$ cat config.mk
export PLATFORM = sky130hd
export DESIGN_NAME = spi_slave_shift_engine
export DESIGN_NICKNAME = d
export VERILOG_FILES = /design/src/rtl/spi_slave_shift_engine.sv
export SDC_FILE = /design/constraint.sdc
export NUM_CORES = 1
export LEC_CHECK = 0
export ABC_CLOCK_PERIOD_IN_PS = 4930
export BUFFER_PORTS_ARGS = -buffer_cell sky130_fd_sc_hd__buf_2
export CAP_MARGIN = 25
export CORE_MARGIN = 5
export CORE_UTILIZATION = 40
export CTS_CLUSTER_SIZE = 12
export DETAILED_ROUTE_END_ITERATION = 10
export PLACE_DENSITY = 0.7
export SYNTH_ARGS = -nofsm -noshare
export SYNTH_HDL_FRONTEND = slang
export SYNTH_SLANG_ARGS = --single-unit
$ cat constraint.sdc
create_clock -name pclk -period 4.93 [get_ports pclk]
set_clock_uncertainty 0.2 [all_clocks]
set_input_delay 0.986 -clock pclk [delete_from_list [all_inputs] [get_ports pclk]]
set_output_delay 0.986 -clock pclk [all_outputs]
set_load 0.01 [all_outputs]
$ cat src/rtl/spi_slave_shift_engine.sv
// rtl/spi_slave_shift_engine.sv - oversampled SPI slave shift engine, all CPOL/CPHA modes.
// Optional frame_err output enabled by SPI_SLAVE_FRAME_ERR_EN.
module spi_slave_shift_engine #(
  parameter int                    DATA_WIDTH = 8,
  parameter int                    CS_WIDTH   = 2,
  parameter int                    SLAVE_ID   = 0,
  parameter logic [DATA_WIDTH-1:0] DEFAULT_TX = '0
) (
  input  logic                  pclk,
  input  logic                  areset,
  input  logic                  cfg_cpol,
  input  logic                  cfg_cpha,
  input  logic                  cfg_lsb_first,
  input  logic [DATA_WIDTH-1:0] tx_data,
  input  logic                  tx_valid,
  output logic                  tx_ready,
  output logic [DATA_WIDTH-1:0] rx_data,
  output logic                  rx_valid,
  output logic                  tx_underrun,
  output logic                  busy,
  input  logic                  sclk,
  input  logic [CS_WIDTH-1:0]   cs,
  input  logic                  mosi0,
`ifdef SPI_SLAVE_FRAME_ERR_EN
  output logic                  frame_err,
`endif
  output logic                  miso0,
  output logic                  miso0_oe
);

  localparam int CW = $clog2(DATA_WIDTH);
  localparam logic [CW-1:0] LAST = CW'(DATA_WIDTH - 1);

  typedef enum logic [1:0] {IDLE, LOAD, SHIFT} state_t;

  state_t                  state;
  logic [2:0]              sclk_q, cs_q, mosi_q;
  logic                    cpol_q, cpha_q, lsb_q;
  logic                    hold_full, need_load;
  logic [DATA_WIDTH-1:0]   hold_data, shreg, rx_shreg;
  logic [CW-1:0]           bit_cnt;
  logic                    rise, fall, lead, trail, sample_edge, shift_edge;
  logic                    cs_low, cs_fall, accept, load_now;
  logic [DATA_WIDTH-1:0]   next_word, rx_next;
  logic                    unused_bits;

  function automatic logic out_bit(input logic lsb, input logic [DATA_WIDTH-1:0] w);
    return lsb ? w[0] : w[DATA_WIDTH-1];
  endfunction

  function automatic logic [DATA_WIDTH-1:0] shift_word(input logic lsb,
                                                       input logic [DATA_WIDTH-1:0] w);
    return lsb ? (w >> 1) : (w << 1);
  endfunction

  // [0],[1] are the synchroniser, [2] is the history flop for edge detection
  always_ff @(posedge pclk or negedge areset) begin
    if (!areset) begin
      sclk_q <= '0;
      cs_q   <= '1;
      mosi_q <= '0;
    end else begin
      sclk_q <= {sclk_q[1:0], sclk};
      cs_q   <= {cs_q[1:0], cs[SLAVE_ID]};
      mosi_q <= {mosi_q[1:0], mosi0};
    end
  end

  assign unused_bits = ^{cs, mosi_q[2]};

  assign rise        = sclk_q[1] & ~sclk_q[2];
  assign fall        = ~sclk_q[1] & sclk_q[2];
  assign lead        = cpol_q ? fall : rise;
  assign trail       = cpol_q ? rise : fall;
  assign sample_edge = cpha_q ? trail : lead;
  assign shift_edge  = cpha_q ? lead : trail;
  assign cs_low      = ~cs_q[1];
  assign cs_fall     = ~cs_q[1] & cs_q[2];

  assign tx_ready  = ~hold_full;
  assign accept    = tx_valid & ~hold_full;
  assign next_word = hold_full ? hold_data : DEFAULT_TX;
  assign load_now  = cs_low & ((state == LOAD) | ((state == SHIFT) & shift_edge & need_load));
  assign rx_next   = lsb_q ? {mosi_q[1], rx_shreg[DATA_WIDTH-1:1]}
                           : {rx_shreg[DATA_WIDTH-2:0], mosi_q[1]};

  always_ff @(posedge pclk or negedge areset) begin
    if (!areset) begin
      hold_full <= 1'b0;
      hold_data <= '0;
    end else begin
      if (accept) hold_data <= tx_data;
      hold_full <= accept | (hold_full & ~load_now);
    end
  end

  always_ff @(posedge pclk or negedge areset) begin
    if (!areset) begin
      state       <= IDLE;
      cpol_q      <= 1'b0;
      cpha_q      <= 1'b0;
      lsb_q       <= 1'b0;
      shreg       <= '0;
      rx_shreg    <= '0;
      rx_data     <= '0;
      rx_valid    <= 1'b0;
      tx_underrun <= 1'b0;
      busy        <= 1'b0;
      miso0       <= 1'b0;
      miso0_oe    <= 1'b0;
      bit_cnt     <= '0;
      need_load   <= 1'b0;
`ifdef SPI_SLAVE_FRAME_ERR_EN
      frame_err   <= 1'b0;
`endif
    end else begin
      rx_valid    <= 1'b0;
      tx_underrun <= 1'b0;
`ifdef SPI_SLAVE_FRAME_ERR_EN
      frame_err   <= 1'b0;
`endif
      case (state)
        IDLE: begin
          busy      <= 1'b0;
          miso0_oe  <= 1'b0;
          bit_cnt   <= '0;
          need_load <= 1'b0;
          if (cs_fall) begin
            cpol_q <= cfg_cpol;
            cpha_q <= cfg_cpha;
            lsb_q  <= cfg_lsb_first;
            busy   <= 1'b1;
            state  <= LOAD;
          end
        end
        LOAD, SHIFT: begin
          if (!cs_low) begin
            // partial word is dropped; the holding register survives the abort
            state     <= IDLE;
            busy      <= 1'b0;
            miso0     <= 1'b0;
            miso0_oe  <= 1'b0;
            bit_cnt   <= '0;
            need_load <= 1'b0;
`ifdef SPI_SLAVE_FRAME_ERR_EN
            frame_err <= (bit_cnt != '0);
`endif
          end else begin
            if (load_now) begin
              tx_underrun <= ~hold_full;
              need_load   <= 1'b0;
              // CPHA=1 waits for the first leading edge before presenting bit 0
              if (state == LOAD && cpha_q) begin
                shreg <= next_word;
              end else begin
                miso0 <= out_bit(lsb_q, next_word);
                shreg <= shift_word(lsb_q, next_word);
              end
            end else if (state == SHIFT && shift_edge) begin
              miso0 <= out_bit(lsb_q, shreg);
              shreg <= shift_word(lsb_q, shreg);
            end
            if (state == LOAD) begin
              miso0_oe <= 1'b1;
              state    <= SHIFT;
            end
            if (state == SHIFT && sample_edge) begin
              rx_shreg <= rx_next;
              if (bit_cnt == LAST) begin
                bit_cnt   <= '0;
                rx_data   <= rx_next;
                rx_valid  <= 1'b1;
                need_load <= 1'b1;
              end else begin
                bit_cnt <= bit_cnt + CW'(1);
              end
            end
          end
        end
        default: state <= IDLE;
      endcase
    end
  end

endmodule
==> qor.csv <==
stage,metric,value,unit
grt,pin count of the biggest net entering global routing,56,
yosys,Synth Area in Compound Gates,8.92,%
yosys,post-synth top area cell,dfrtp_1,
sta,setup TNS,0,ps
yosys,"Top FF cell, synth",dfrtp_1,
yosys,syn nets,249,
detailed_routing,1st-pass router iterations,4,
sta,Setup Viol. Count Final,0,
critical_path,CP endpoint kind,flop,
die,initial core utilization,41.3,%
place,Final HPWL DP,3570,um
yosys,post-synthesis instance area,2800,um^2
clock_tree,clock slew at reported path FFs,110,ps
detailed_routing,drt drc,0,
sta,Max Slew Vio Count,0,
sta,RSZ-0062 raised after global routing,no,
detailed_routing,total wire length,5070,um
critical_path,Arrival @ worst endpoint,2730,ps
cells_and_area,layout cell share with drive strength beyond 1,37.9,%
clock_tree,TritonCTS buffer count,5,
hold_path,Min-Delay Path Depth,0,
clock_tree,root buffer cell,clkbuf_8,
yosys,"Seq/Total Area, Yosys",49.2,%
clock_tree,CTS tree,yes,
cells_and_area,synth-to-layout area growth,12.7,%
yosys,post-synthesis adder-cell area fraction,2.68,%
yosys,Post-synth ARST share,100,%
die,Die H,93.7,um
detailed_routing,1st-iter DRT viols,57,
clock_tree,clk sink count,55,
critical_path,CP Class,flop to flop,
pwr,Leakage,0.00156,uW
place,gpl congestion,0.775,
detailed_routing,Vias,1771,
pwr,power per standard cell area,481,nW/um^2
critical_path,Reg2Reg Depth,5,
yosys,area share of the largest cell type after synthesis,46.4,%
critical_path,Setup crit start,state[0],
cells_and_area,final core occ,46.5,%
die,die area,8780,um^2
critical_path,reg2reg setup slack,2210,ps
sta,Slew @ Worst Pin,987,ps
yosys,main combinational cell family by area after synthesis,multiplexers,
yosys,synth top area cells,"dfrtp_1 46%, mux2_2 19%, mux2i_1 5.4%",
yosys,Synth Register Bits,55,
yosys,Gate Count Post-Synth,225,
pwr,worst vdd ir,0.174,mV
die,Die Wd,93.7,um
critical_path,FF-to-FF End,rx_data[4],
place,IO Port Bufs,30,
sta,"Period Utilization, post-route",55.1,%
hold_path,HP Class,flop to flop,
clock_tree,Post-CTS Repair Setup Buffers,0,
critical_path,Worst Setup EP,rx_data[4],
detailed_routing,DRT antenna net count,0,
run,MaxCap Viol Count,0,
clock_tree,hold buffers post-CTS,0,
grt,Global Route Usage Sum,12.0,%
die,# rows,30,
yosys,Unique masters post-synth,45,
yosys,"share of synthesized cell area in and, or, nand and nor gates",10.1,%
yosys,mux contribution to synthesized area,25.6,%
yosys,Post-synth EDFFs,0,
grt,antenna violations before repair,0,
grt,first-pass GRT wire length,8640,um
outcome,status,"complete, no violations",
critical_path,WP data required,4940,ps
die,Core Region,6790,um^2
clock_tree,clk_lat worst skew,310,ps
clock_tree,maximum clock insertion buffer count,2,
detailed_routing,routed length per instance,14.4,um
sta,Fmax achieved,368,MHz
yosys,Synth warnings,0,
detailed_routing,via/cell ratio,5.03,
critical_path,RR Startpoint,state[0],
cells_and_area,ANT cells,0,
grt,GRT overflow,0,
cells_and_area,Final #Nets,279,
clock_tree,PostCTS Resize Cnt,0,
yosys,Syn Area/Cell,12.5,um^2
sta,slew margin rel.,34.1,%
die,I/O pin count,32,
yosys,Post-synth top cells,"52 x dfrtp_1, 47 x mux2_2, 16 x nand2_1",
critical_path,Setup crit start kind,flop,
sta,final hold vios,0,
grt,number of global-route vias before repair,1822,
yosys,cell with the most instances after synthesis,dfrtp_1,
critical_path,crit path max fanout,10,
hold_path,start point of the worst hold path,cs_q[0],
sta,min Tclk post-route,2720,ps
yosys,Synth Area in XOR/XNOR,0.580,%
clock_tree,H-tree Lvls,2,
==> layout by cell type (no fill, tap or decap), types with 2 or more instances in the layout <==
master / count
dfrtp_1: 52
mux2_2: 47
buf_2: 30
nand2_1: 16
mux2i_1: 15
inv_1: 9
nor2b_1: 8
o22ai_1: 8
ha_1: 6
nand2b_1: 5
clkbuf_8: 5
nor2_1: 4
and3b_1: 3
o21ai_0: 3
dfstp_2: 3
a21o_1: 2
nor3_1: 2
nand4_1: 2
o211ai_1: 2
o31ai_1: 2
a22o_1: 2
o21a_1: 2
nand3b_1: 2
o2bb2ai_1: 2
inv_6: 2
==> registers in the layout, summed over array words and instances (netlist names) <==
name,flops
cpha_q,1
miso0_oe,1
mosi_q,2
need_load,1
hold_data,8
state,2
rx_valid,1
tx_underrun,1
busy,1
sclk_q,3
cpol_q,1
lsb_q,1
miso0,1
rx_data,8
hold_full,1
rx_shreg,8
shreg,8
bit_cnt,3
cs_q,3
==> report_power, final <==
part | total (uW) | leakage, uW | switching [uW] | internal, uW
logic | 603 | 0.000793 | 297 | 306
registers | 648 | 0.000713 | 105 | 543
clock network | 269 | 0.0000511 | 161 | 108
total | 1520 | 0.00156 | 563 | 957
==> logic make-up after synthesis <==
kind of cell | after synthesis
fa+ha+maj | 6
compound gates | 33
simple gates | 48
buf+inv | 18
flops | 55
mux | 64
xor+xnor | 1
==> per-layer routing <==
layer	global-route usage, %	routed length [um]
met5	0	0
met1	16.1	2440
met3	2.16	140
met4	4.33	81
met2	19.5	2400
==> how the worst min path moves through the flow <==
stage / to
after global routing: cs_q[1]
after global placement: mosi_q[1]
final: cs_q[1]
after CTS: cs_q[1]
after floorplan: mosi_q[1]
after detailed placement: sclk_q[1]
==> final cells by class <==
class,count,area [um^2]
fill,637,3630
sequential,55,1380
multi-input combinational,152,1340
timing repair buffer,32,185
tap,96,120
clock buffer,5,68.8
inverter,9,33.8
clock inverter,3,28.8
==> worst max-delay path, stage by stage (launching register included) <==
cell and delay [ps]:
dfrtp_1 420, inv_1 100, ha_1 420, nor2b_1 820, nand4_4 300, mux2_2 350
==> per-stage QoR <==
stage	power (uW)	cells	cell area [um^2]	setup WS, ps	hold slack, ps
after global placement	1220	343	3030	2230	133
final	1520	352	3160	2210	163
after global routing	1620	352	3160	2080	167
after floorplan	1120	225	2800	2750	131
after CTS	1520	351	3130	2190	164
after detailed placement	1240	343	3030	2180	144
No activity file was read; power rests on OpenSTA's default activity.
